$ cat config.mk
export PLATFORM = sky130hd
export DESIGN_NAME = dmem_arbiter
export DESIGN_NICKNAME = d
export VERILOG_FILES = /design/src/rtl/dmem_arb_pkg.sv /design/src/rtl/dmem_align_check.sv /design/src/rtl/dmem_arbiter.sv
export SDC_FILE = /design/constraint.sdc
export NUM_CORES = 1
export LEC_CHECK = 0
export BUFFER_PORTS_ARGS = -buffer_cell sky130_fd_sc_hd__clkbuf_2
export CORE_ASPECT_RATIO = 0.5
export CORE_MARGIN = 10
export CORE_UTILIZATION = 29
export CTS_CLUSTER_SIZE = 20
export DETAILED_ROUTE_END_ITERATION = 8
export GPL_TIMING_DRIVEN = 1
export PLACE_DENSITY = 0.82
export SKIP_CTS_REPAIR_TIMING = 1
export SLEW_MARGIN = 20
export SYNTH_ARGS = -nofsm -noshare
export SYNTH_HDL_FRONTEND = slang
export SYNTH_SLANG_ARGS = --single-unit
export TNS_END_PERCENT = 100
$ cat constraint.sdc
create_clock -name clock -period 2.2 [get_ports clock]
set_input_delay 0.11 -clock clock [delete_from_list [all_inputs] [get_ports clock]]
set_output_delay 0.11 -clock clock [all_outputs]
set_load 0.1 [all_outputs]
$ cat src/rtl/dmem_arb_pkg.sv
// Shared types and funct3 codes for the data-memory arbiter.
package dmem_arb_pkg;

   localparam logic [2:0] F3_B  = 3'b000;
   localparam logic [2:0] F3_H  = 3'b001;
   localparam logic [2:0] F3_W  = 3'b010;
   localparam logic [2:0] F3_BU = 3'b100;
   localparam logic [2:0] F3_HU = 3'b101;

   typedef enum logic {
      IDLE    = 1'b0,
      RD_WAIT = 1'b1
   } arb_state_t;

endpackage

$ cat src/rtl/dmem_align_check.sv
// Flags a request whose byte address is not naturally aligned for its access size.
module dmem_align_check
   import dmem_arb_pkg::*;
(
   input  logic [2:0] funct3,
   input  logic [1:0] addr_lo,
   output logic       misaligned
);

   // Unrecognised size codes go to memory untouched, so they are never flagged.
   always_comb begin
      misaligned = 1'b0;
      case (funct3)
         F3_B, F3_BU: misaligned = 1'b0;
         F3_H, F3_HU: misaligned = addr_lo[0];
         F3_W:        misaligned = |addr_lo;
         default:     misaligned = 1'b0;
      endcase
   end

endmodule

$ cat src/rtl/dmem_arbiter.sv
// Two-port arbiter in front of the single-port data memory (port 0 = MEM stage, port 1 = debug/loader).
// Define DMEM_ARB_RR_EN for round-robin arbitration; the default build uses fixed priority to port 0.
module dmem_arbiter
   import dmem_arb_pkg::*;
#(
   parameter int ADDR_WIDTH = 12,
   parameter int DATA_WIDTH = 32
) (
   input  logic                  clock,
   input  logic                  reset_n,
   input  logic                  p0_req_valid,
   output logic                  p0_req_ready,
   input  logic                  p0_req_we,
   input  logic [ADDR_WIDTH-1:0] p0_req_addr,
   input  logic [DATA_WIDTH-1:0] p0_req_wdata,
   input  logic [2:0]            p0_req_funct3,
   output logic                  p0_rsp_valid,
   output logic [DATA_WIDTH-1:0] p0_rsp_rdata,
   output logic                  p0_rsp_err,
   input  logic                  p1_req_valid,
   output logic                  p1_req_ready,
   input  logic                  p1_req_we,
   input  logic [ADDR_WIDTH-1:0] p1_req_addr,
   input  logic [DATA_WIDTH-1:0] p1_req_wdata,
   input  logic [2:0]            p1_req_funct3,
   output logic                  p1_rsp_valid,
   output logic [DATA_WIDTH-1:0] p1_rsp_rdata,
   output logic                  p1_rsp_err,
   output logic                  mem_read_en,
   output logic                  mem_write_en,
   output logic [ADDR_WIDTH-1:0] mem_address,
   output logic [DATA_WIDTH-1:0] mem_data_in,
   output logic [2:0]            mem_funct3,
   input  logic [DATA_WIDTH-1:0] mem_data_out
);

   arb_state_t state_q, state_d;
   logic       last_grant_q, last_grant_d;
   logic       owner_q, owner_d;
   logic       err_pend_q, err_pend_d;

   logic                  grant;
   logic                  accept;
   logic                  issue;
   logic                  misaligned;
   logic                  sel_we;
   logic [ADDR_WIDTH-1:0] sel_addr;
   logic [DATA_WIDTH-1:0] sel_wdata;
   logic [2:0]            sel_funct3;
   logic                  rd_rsp;

   // With no valid request the grant parks on the last winner; it is ignored then anyway.
   always_comb begin
      grant = last_grant_q;
`ifdef DMEM_ARB_RR_EN
      if (p0_req_valid && p1_req_valid) grant = ~last_grant_q;
      else if (p0_req_valid)            grant = 1'b0;
      else if (p1_req_valid)            grant = 1'b1;
`else
      if (p0_req_valid)      grant = 1'b0;
      else if (p1_req_valid) grant = 1'b1;
`endif
   end

   assign sel_we     = grant ? p1_req_we     : p0_req_we;
   assign sel_addr   = grant ? p1_req_addr   : p0_req_addr;
   assign sel_wdata  = grant ? p1_req_wdata  : p0_req_wdata;
   assign sel_funct3 = grant ? p1_req_funct3 : p0_req_funct3;

   dmem_align_check u_align (
      .funct3     (sel_funct3),
      .addr_lo    (sel_addr[1:0]),
      .misaligned (misaligned)
   );

   assign accept = (state_q == IDLE) && (p0_req_valid || p1_req_valid);
   assign issue  = accept && !misaligned;

   assign p0_req_ready = accept && !grant;
   assign p1_req_ready = accept &&  grant;

   assign mem_read_en  = issue && !sel_we;
   assign mem_write_en = issue &&  sel_we;
   assign mem_address  = issue ? sel_addr   : '0;
   assign mem_data_in  = issue ? sel_wdata  : '0;
   assign mem_funct3   = issue ? sel_funct3 : 3'b000;

   always_comb begin
      state_d      = state_q;
      last_grant_d = last_grant_q;
      owner_d      = owner_q;
      err_pend_d   = accept && misaligned;
      if (accept) begin
         last_grant_d = grant;
         owner_d      = grant;
      end
      case (state_q)
         IDLE:    if (mem_read_en) state_d = RD_WAIT;
         RD_WAIT: state_d = IDLE;
         default: state_d = IDLE;
      endcase
   end

   always_ff @(posedge clock or negedge reset_n) begin
      if (!reset_n) begin
         state_q      <= IDLE;
         last_grant_q <= 1'b1;
         owner_q      <= 1'b0;
         err_pend_q   <= 1'b0;
      end else begin
         state_q      <= state_d;
         last_grant_q <= last_grant_d;
         owner_q      <= owner_d;
         err_pend_q   <= err_pend_d;
      end
   end

   // Load data is passed straight through from memory during the wait cycle.
   assign rd_rsp       = (state_q == RD_WAIT);
   assign p0_rsp_valid = (rd_rsp || err_pend_q) && !owner_q;
   assign p1_rsp_valid = (rd_rsp || err_pend_q) &&  owner_q;
   assign p0_rsp_err   = err_pend_q && !owner_q;
   assign p1_rsp_err   = err_pend_q &&  owner_q;
   assign p0_rsp_rdata = (rd_rsp && !owner_q) ? mem_data_out : '0;
   assign p1_rsp_rdata = (rd_rsp &&  owner_q) ? mem_data_out : '0;

endmodule

# [Word-level counts from Yosys, hierarchy flattened]
# Cells that the tools add are included.
# Widths: inputs -> output; s select.
[totals] register_bits=4 out_inout_bits=119 wordCells=43 inputBits=132
[classes] bitwise=1 n_mux=14 n_reduce_logical=21 n_eq_ne=3
[ops] cell="$mux 32" n=4
[ops] cell="$mux 12" n=2
[ops] cell="$logic_and 1x1->1" n=13
[ops] cell="$mux 3" n=2
[ops] cell="$logic_not 1->1" n=4
[ops] cell="$mux 1" n=4
[ops] cell="$pmux 1 s2" n=2
[ops] cell="$reduce_or 2->1" n=2
[ops] cell="$eq 3x1->1 const B" n=1
[ops] cell="$eq 3x2->1 const B" n=1
[ops] cell="$eq 3x3->1 const B" n=1
[ops] cell="$logic_or 1x1->1" n=2
[ops] cell="$not 1->1" n=1

# [Longest topological paths before layout]
[logic_depth] depth_word=11 ltp_mapped=6 mapped_depth_nobuf=4

# [Hierarchy]
# From an unflattened synthesis, not the netlist that was laid out.
[hier_totals] cells_unflattened=255 area_unflattened_um2=1467.7
[modules_own_cells] mod="dmem_arbiter" cells_per_inst=251 area_each_um2=1432.6 n_inst=1 seq_area_each_um2=101.3
[modules_own_cells] mod="dmem_align_check" cells_per_inst=4 area_each_um2=35.0 n_inst=1 seq_area_each_um2=0.0

# [Worst setup path before layout]
# No wires, ideal clock.
[synth_path] path_kind="reg2out" startpoint="reg last_grant_q" endpoint="out mem_write_en" path_slack_ns=-1.269 t_required_ns=2.090 arrival_time_ns=3.359 path_buffers=1 stages_incl_launch_ff=6 cell_sequence="dfstp_2 -> o21bai_4 -> mux2i_2 -> a21oi_1 -> buf_4 -> nor3b_1"
[synth_via] elab_chain_len=9 word_cells_on_any_way=14 cone_classes="eq/ne (3); mux (6); reduce/logical (5)"
[synth_lines] element="start, declared" line="dmem_arbiter.sv:38" source="logic last_grant_q, last_grant_d;"
[synth_lines] element="start signal, assigned" line="dmem_arbiter.sv:112" source="last_grant_q <= last_grant_d;"
[synth_lines] element="$mux 1 (*)" line="dmem_arbiter.sv:61" source="else if (p1_req_valid) grant = 1'b1;"
[synth_lines] element="$mux 1 (*)" line="dmem_arbiter.sv:60" source="if (p0_req_valid) grant = 1'b0;"
[synth_lines] element="$mux 3" line="dmem_arbiter.sv:68" source="assign sel_funct3 = grant ? p1_req_funct3 : p0_req_funct3;"
[synth_lines] element="$eq 3x1->1 or $eq 3x3->1 (tied branches)" line="dmem_align_check.sv:13" source="case (funct3)"
[synth_lines] element="$reduce_or 2->1" line="dmem_align_check.sv:13"
[synth_lines] element="$pmux 1 s2" line="dmem_align_check.sv:13"
[synth_lines] element="$logic_not 1->1" line="dmem_arbiter.sv:77" source="assign issue = accept && !misaligned;"
[synth_lines] element="$logic_and 1x1->1" line="dmem_arbiter.sv:77"
[synth_lines] element="$logic_and 1x1->1 (*)" line="dmem_arbiter.sv:83" source="assign mem_write_en = issue && sel_we;"
[synth_lines] element="end, declared" line="dmem_arbiter.sv:30" source="output logic mem_write_en,"
# Mark *: on every way between the ends. The rest lies on a longest branch, timed or not.

# [Final worst setup path]
[layout_path] startpoint="reg last_grant_q" endpoint="out mem_data_in[29]"
[layout_via] elab_chain_len=9 word_cells_on_any_way=14 cone_classes="eq/ne (3); mux (7); reduce/logical (4)"
[layout_lines] element="$mux 1 (*)" line="dmem_arbiter.sv:61"
[layout_lines] element="$mux 1 (*)" line="dmem_arbiter.sv:60"
[layout_lines] element="$mux 3" line="dmem_arbiter.sv:68"
[layout_lines] element="$eq 3x1->1 or $eq 3x3->1 (tied branches)" line="dmem_align_check.sv:13"
[layout_lines] element="$reduce_or 2->1" line="dmem_align_check.sv:13"
[layout_lines] element="$pmux 1 s2" line="dmem_align_check.sv:13"
[layout_lines] element="$logic_not 1->1" line="dmem_arbiter.sv:77"
[layout_lines] element="$logic_and 1x1->1" line="dmem_arbiter.sv:77"
[layout_lines] element="$mux 32 (*)" line="dmem_arbiter.sv:85" source="assign mem_data_in = issue ? sel_wdata : '0;"
[layout_lines] element="end, declared" line="dmem_arbiter.sv:32" source="output logic [DATA_WIDTH-1:0] mem_data_in,"
# Marks and branches as above.

==> results.sh <==
export IMPL_rsz0062_at_grt="yes"
export IMPL_drcViolationCount=0
export IMPL_ys_types=29
export IMPL_grt_total_usage=0.250
export IMPL_syn_area_mm2=0.00157
export IMPL_grt_overflow_total=0
export IMPL_cp_required_ps=2090
export IMPL_cp_end_kind="primary output"
export IMPL_rows=18
export IMPL_dp_cells=526
export IMPL_ant_nets=0
export IMPL_startpoint_type="flip-flop"
export IMPL_reg2reg_from="last_grant_q$_DFFE_PN1P_"
export IMPL_worst_slack_ps=-45.5
export IMPL_wl_per_cell_um=27.3
export IMPL_critPathMaxFanout=8
export IMPL_hpwl_mm=10.1
export IMPL_setup_tns_ps=-1170
export IMPL_htreeDepth=1
export IMPL_ys_ff_latch=4
export IMPL_failed_checks="negative setup slack"
export IMPL_min_delay_start="p1_req_we"
export IMPL_portBuffers=250
export IMPL_ios=251
export IMPL_worst_r2r_endpoint="rd_rsp$_DFF_PN0_"
export IMPL_fin_skew_ps=6.19
export IMPL_worst_hold_slack_ps=257
export IMPL_vias_per_cell=5.86
export IMPL_die_h_um=72.1
export IMPL_clkTransAtPathRegs_ps=40
export IMPL_fin_nets=602
export IMPL_cts_root_buf="clkbuf_8"
export IMPL_cts_tree="done"
export IMPL_wl_mm=14.7
export IMPL_final_max_slew_viol_count=0
export IMPL_reg2reg_slack_ps=340
export IMPL_status="finished with violations"
export IMPL_routed_via_count=3160
export IMPL_grt_pass1_wl_mm=17.6
export IMPL_numCtsBuffers=3
export IMPL_antenna_cells=0
export IMPL_grt_antenna_before_repair=0
export IMPL_yosys_warnings=0
export IMPL_area_growth_pct=198
export IMPL_fillers=194
export IMPL_pre_cts_ws_ps=192
export IMPL_syn_num_nets=354
export IMPL_grt_max_degree=45
export IMPL_peakVddDrop_mv=0.509
export IMPL_drt_first_pass_iters=5
export IMPL_final_period_utilization=1.02
export IMPL_crit_arrival_ps=2140
export IMPL_power_leakage_nw=2.48
export IMPL_gp_congestion=0.823
export IMPL_dieArea_mm2=0.00894
export IMPL_min_period_ps=2250
export IMPL_whs_endpoint="rd_rsp$_DFF_PN0_"
export IMPL_hold_viol_final=0
export IMPL_fmax_mhz=445
export IMPL_stdcell_count=539
export IMPL_cts_buffer_depth=2
export IMPL_post_route_util=0.919
export IMPL_clk_latency_ps=230
export IMPL_syn_avg_cell_area_um2=7.08
export IMPL_hold_path_depth=3
export IMPL_slew_headroom=0.608
export IMPL_worstSetupPathType="reg2out"
export IMPL_min_path_type="in2reg"
export IMPL_synth_cells=222
export IMPL_power_density_mw_per_mm2=692
export IMPL_die_x_um=124
export IMPL_core_area_mm2=0.00509
export IMPL_seq_area_frac_synth=0.0645
export IMPL_cap_violations=0
export IMPL_drtIter0Drc=325
export IMPL_cts_sinks=4
export IMPL_grt_pass1_vias=2996
export IMPL_drive_gt1_frac=0.706
export IMPL_r2r_worst_path_cells=6
export IMPL_initial_core_util=0.309
export IMPL_max_slew_worst_pin_slew_ps=590
export IMPL_finalSetupViolations=46
## metrics by stage
step | area (um2) | total power, W
after floorplan | 1880 | 0.00197
after global placement | 4440 | 0.00291
after global routing | 4680 | 0.00331
after detailed placement | 4440 | 0.00296
final | 4680 | 0.00324
after CTS | 4490 | 0.00315
## layout make-up
class / instances / area, um2 / share of cell area
clock buffer: 4 / 45.0 / 0.00963
tap: 70 / 87.6 / 0.0187
timing repair buffer: 268 / 2750 / 0.589
sequential: 4 / 101 / 0.0217
inverter: 1 / 3.75 / 0.000803
multi-input combinational: 192 / 1680 / 0.360
## worst max-delay path, cell delays in order, from the launching register on
cell and delay (ps):
dfstp_2 560, o21bai_4 100, or4_4 460, a21oi_4 190, buf_12 160, clkbuf_16 170
nor3_2 70, buf_12 180
## cells in the final DEF (no fill, tap or decap), types with 2 or more instances in the layout
| cell | instances |
|---|---|
| and2_1 | 33 |
| and3_1 | 32 |
| buf_12 | 86 |
| buf_4 | 7 |
| clkbuf_16 | 3 |
| clkbuf_2 | 168 |
| clkbuf_8 | 3 |
| dfrtp_1 | 3 |
| mux2i_1 | 48 |
| nand2_1 | 2 |
| nor2_1 | 6 |
| nor2_2 | 2 |
| nor2b_1 | 3 |
| nor2b_2 | 3 |
| nor3_2 | 36 |
| nor3_4 | 10 |
| o21a_1 | 2 |
## layer usage
metal	GRT usage	wire, um	up-vias
met1	0.232	4520	1496
li1	-	-	1288
met3	0.0525	1360	95
met2	0.506	7680	281
met4	0.127	1140	0
met5	0	0	-
## synthesized netlist by cell type
cell type / count / area, um2
a21oi_1: 1 / 5.00
a22o_1: 1 / 8.76
a22oi_1: 1 / 7.51
a41oi_1: 1 / 8.76
and2_1: 33 / 206
and3_1: 32 / 200
buf_2: 6 / 30.0
buf_4: 3 / 22.5
buf_6: 3 / 33.8
clkbuf_1: 13 / 48.8
dfrtp_1: 3 / 75.1
dfstp_2: 1 / 26.3
inv_1: 1 / 3.75
mux2_2: 1 / 11.3
mux2i_1: 48 / 480
mux2i_2: 1 / 13.8
nand2_1: 2 / 7.51
nor2_1: 8 / 30.0
nor2b_1: 6 / 37.5
nor3_1: 47 / 235
nor3b_1: 1 / 7.51
o211ai_1: 1 / 7.51
o21a_1: 2 / 15.0
o21ai_0: 1 / 5.00
o21ai_1: 1 / 5.00
o21bai_4: 1 / 18.8
or2_2: 1 / 6.26
or3_1: 1 / 6.26
or4_1: 1 / 7.51
## sequential cells by signal, summed over array words and instances, names as in the netlist
register	cells
last_grant_q	1
owner_q	1
err_pend_q	1
rd_rsp	1
## worst max-delay path by stage
stage                                        start         endpoint  slack [ps]  depth (start not counted)
after floorplan           last_grant_q$_DFFE_PN1P_  mem_data_in[10]        -460                          6
after global placement    last_grant_q$_DFFE_PN1P_  mem_data_in[26]         260                          6
after detailed placement  last_grant_q$_DFFE_PN1P_   mem_data_in[7]         190                          6
after CTS                 last_grant_q$_DFFE_PN1P_   mem_data_in[7]         -60                          6
after global routing      last_grant_q$_DFFE_PN1P_  mem_data_in[23]        -110                          8
final                     last_grant_q$_DFFE_PN1P_  mem_data_in[29]         -50                          7
## where the power goes
| group | switching (W) | internal, W |
|---|---|---|
| sequential | 0.0000145 | 0.0000859 |
| clock | 0.0000572 | 0.000126 |
| combinational | 0.00201 | 0.000943 |
## cell families after synthesis
kind of cell / share of synthesized area
AND/OR/NAND/NOR: 0.474
flip-flops: 0.0645
AO/OA/AOI/OAI: 0.0517
multiplexers: 0.322
buffers and inverters: 0.0884
(Power assumes the default switching activity.)
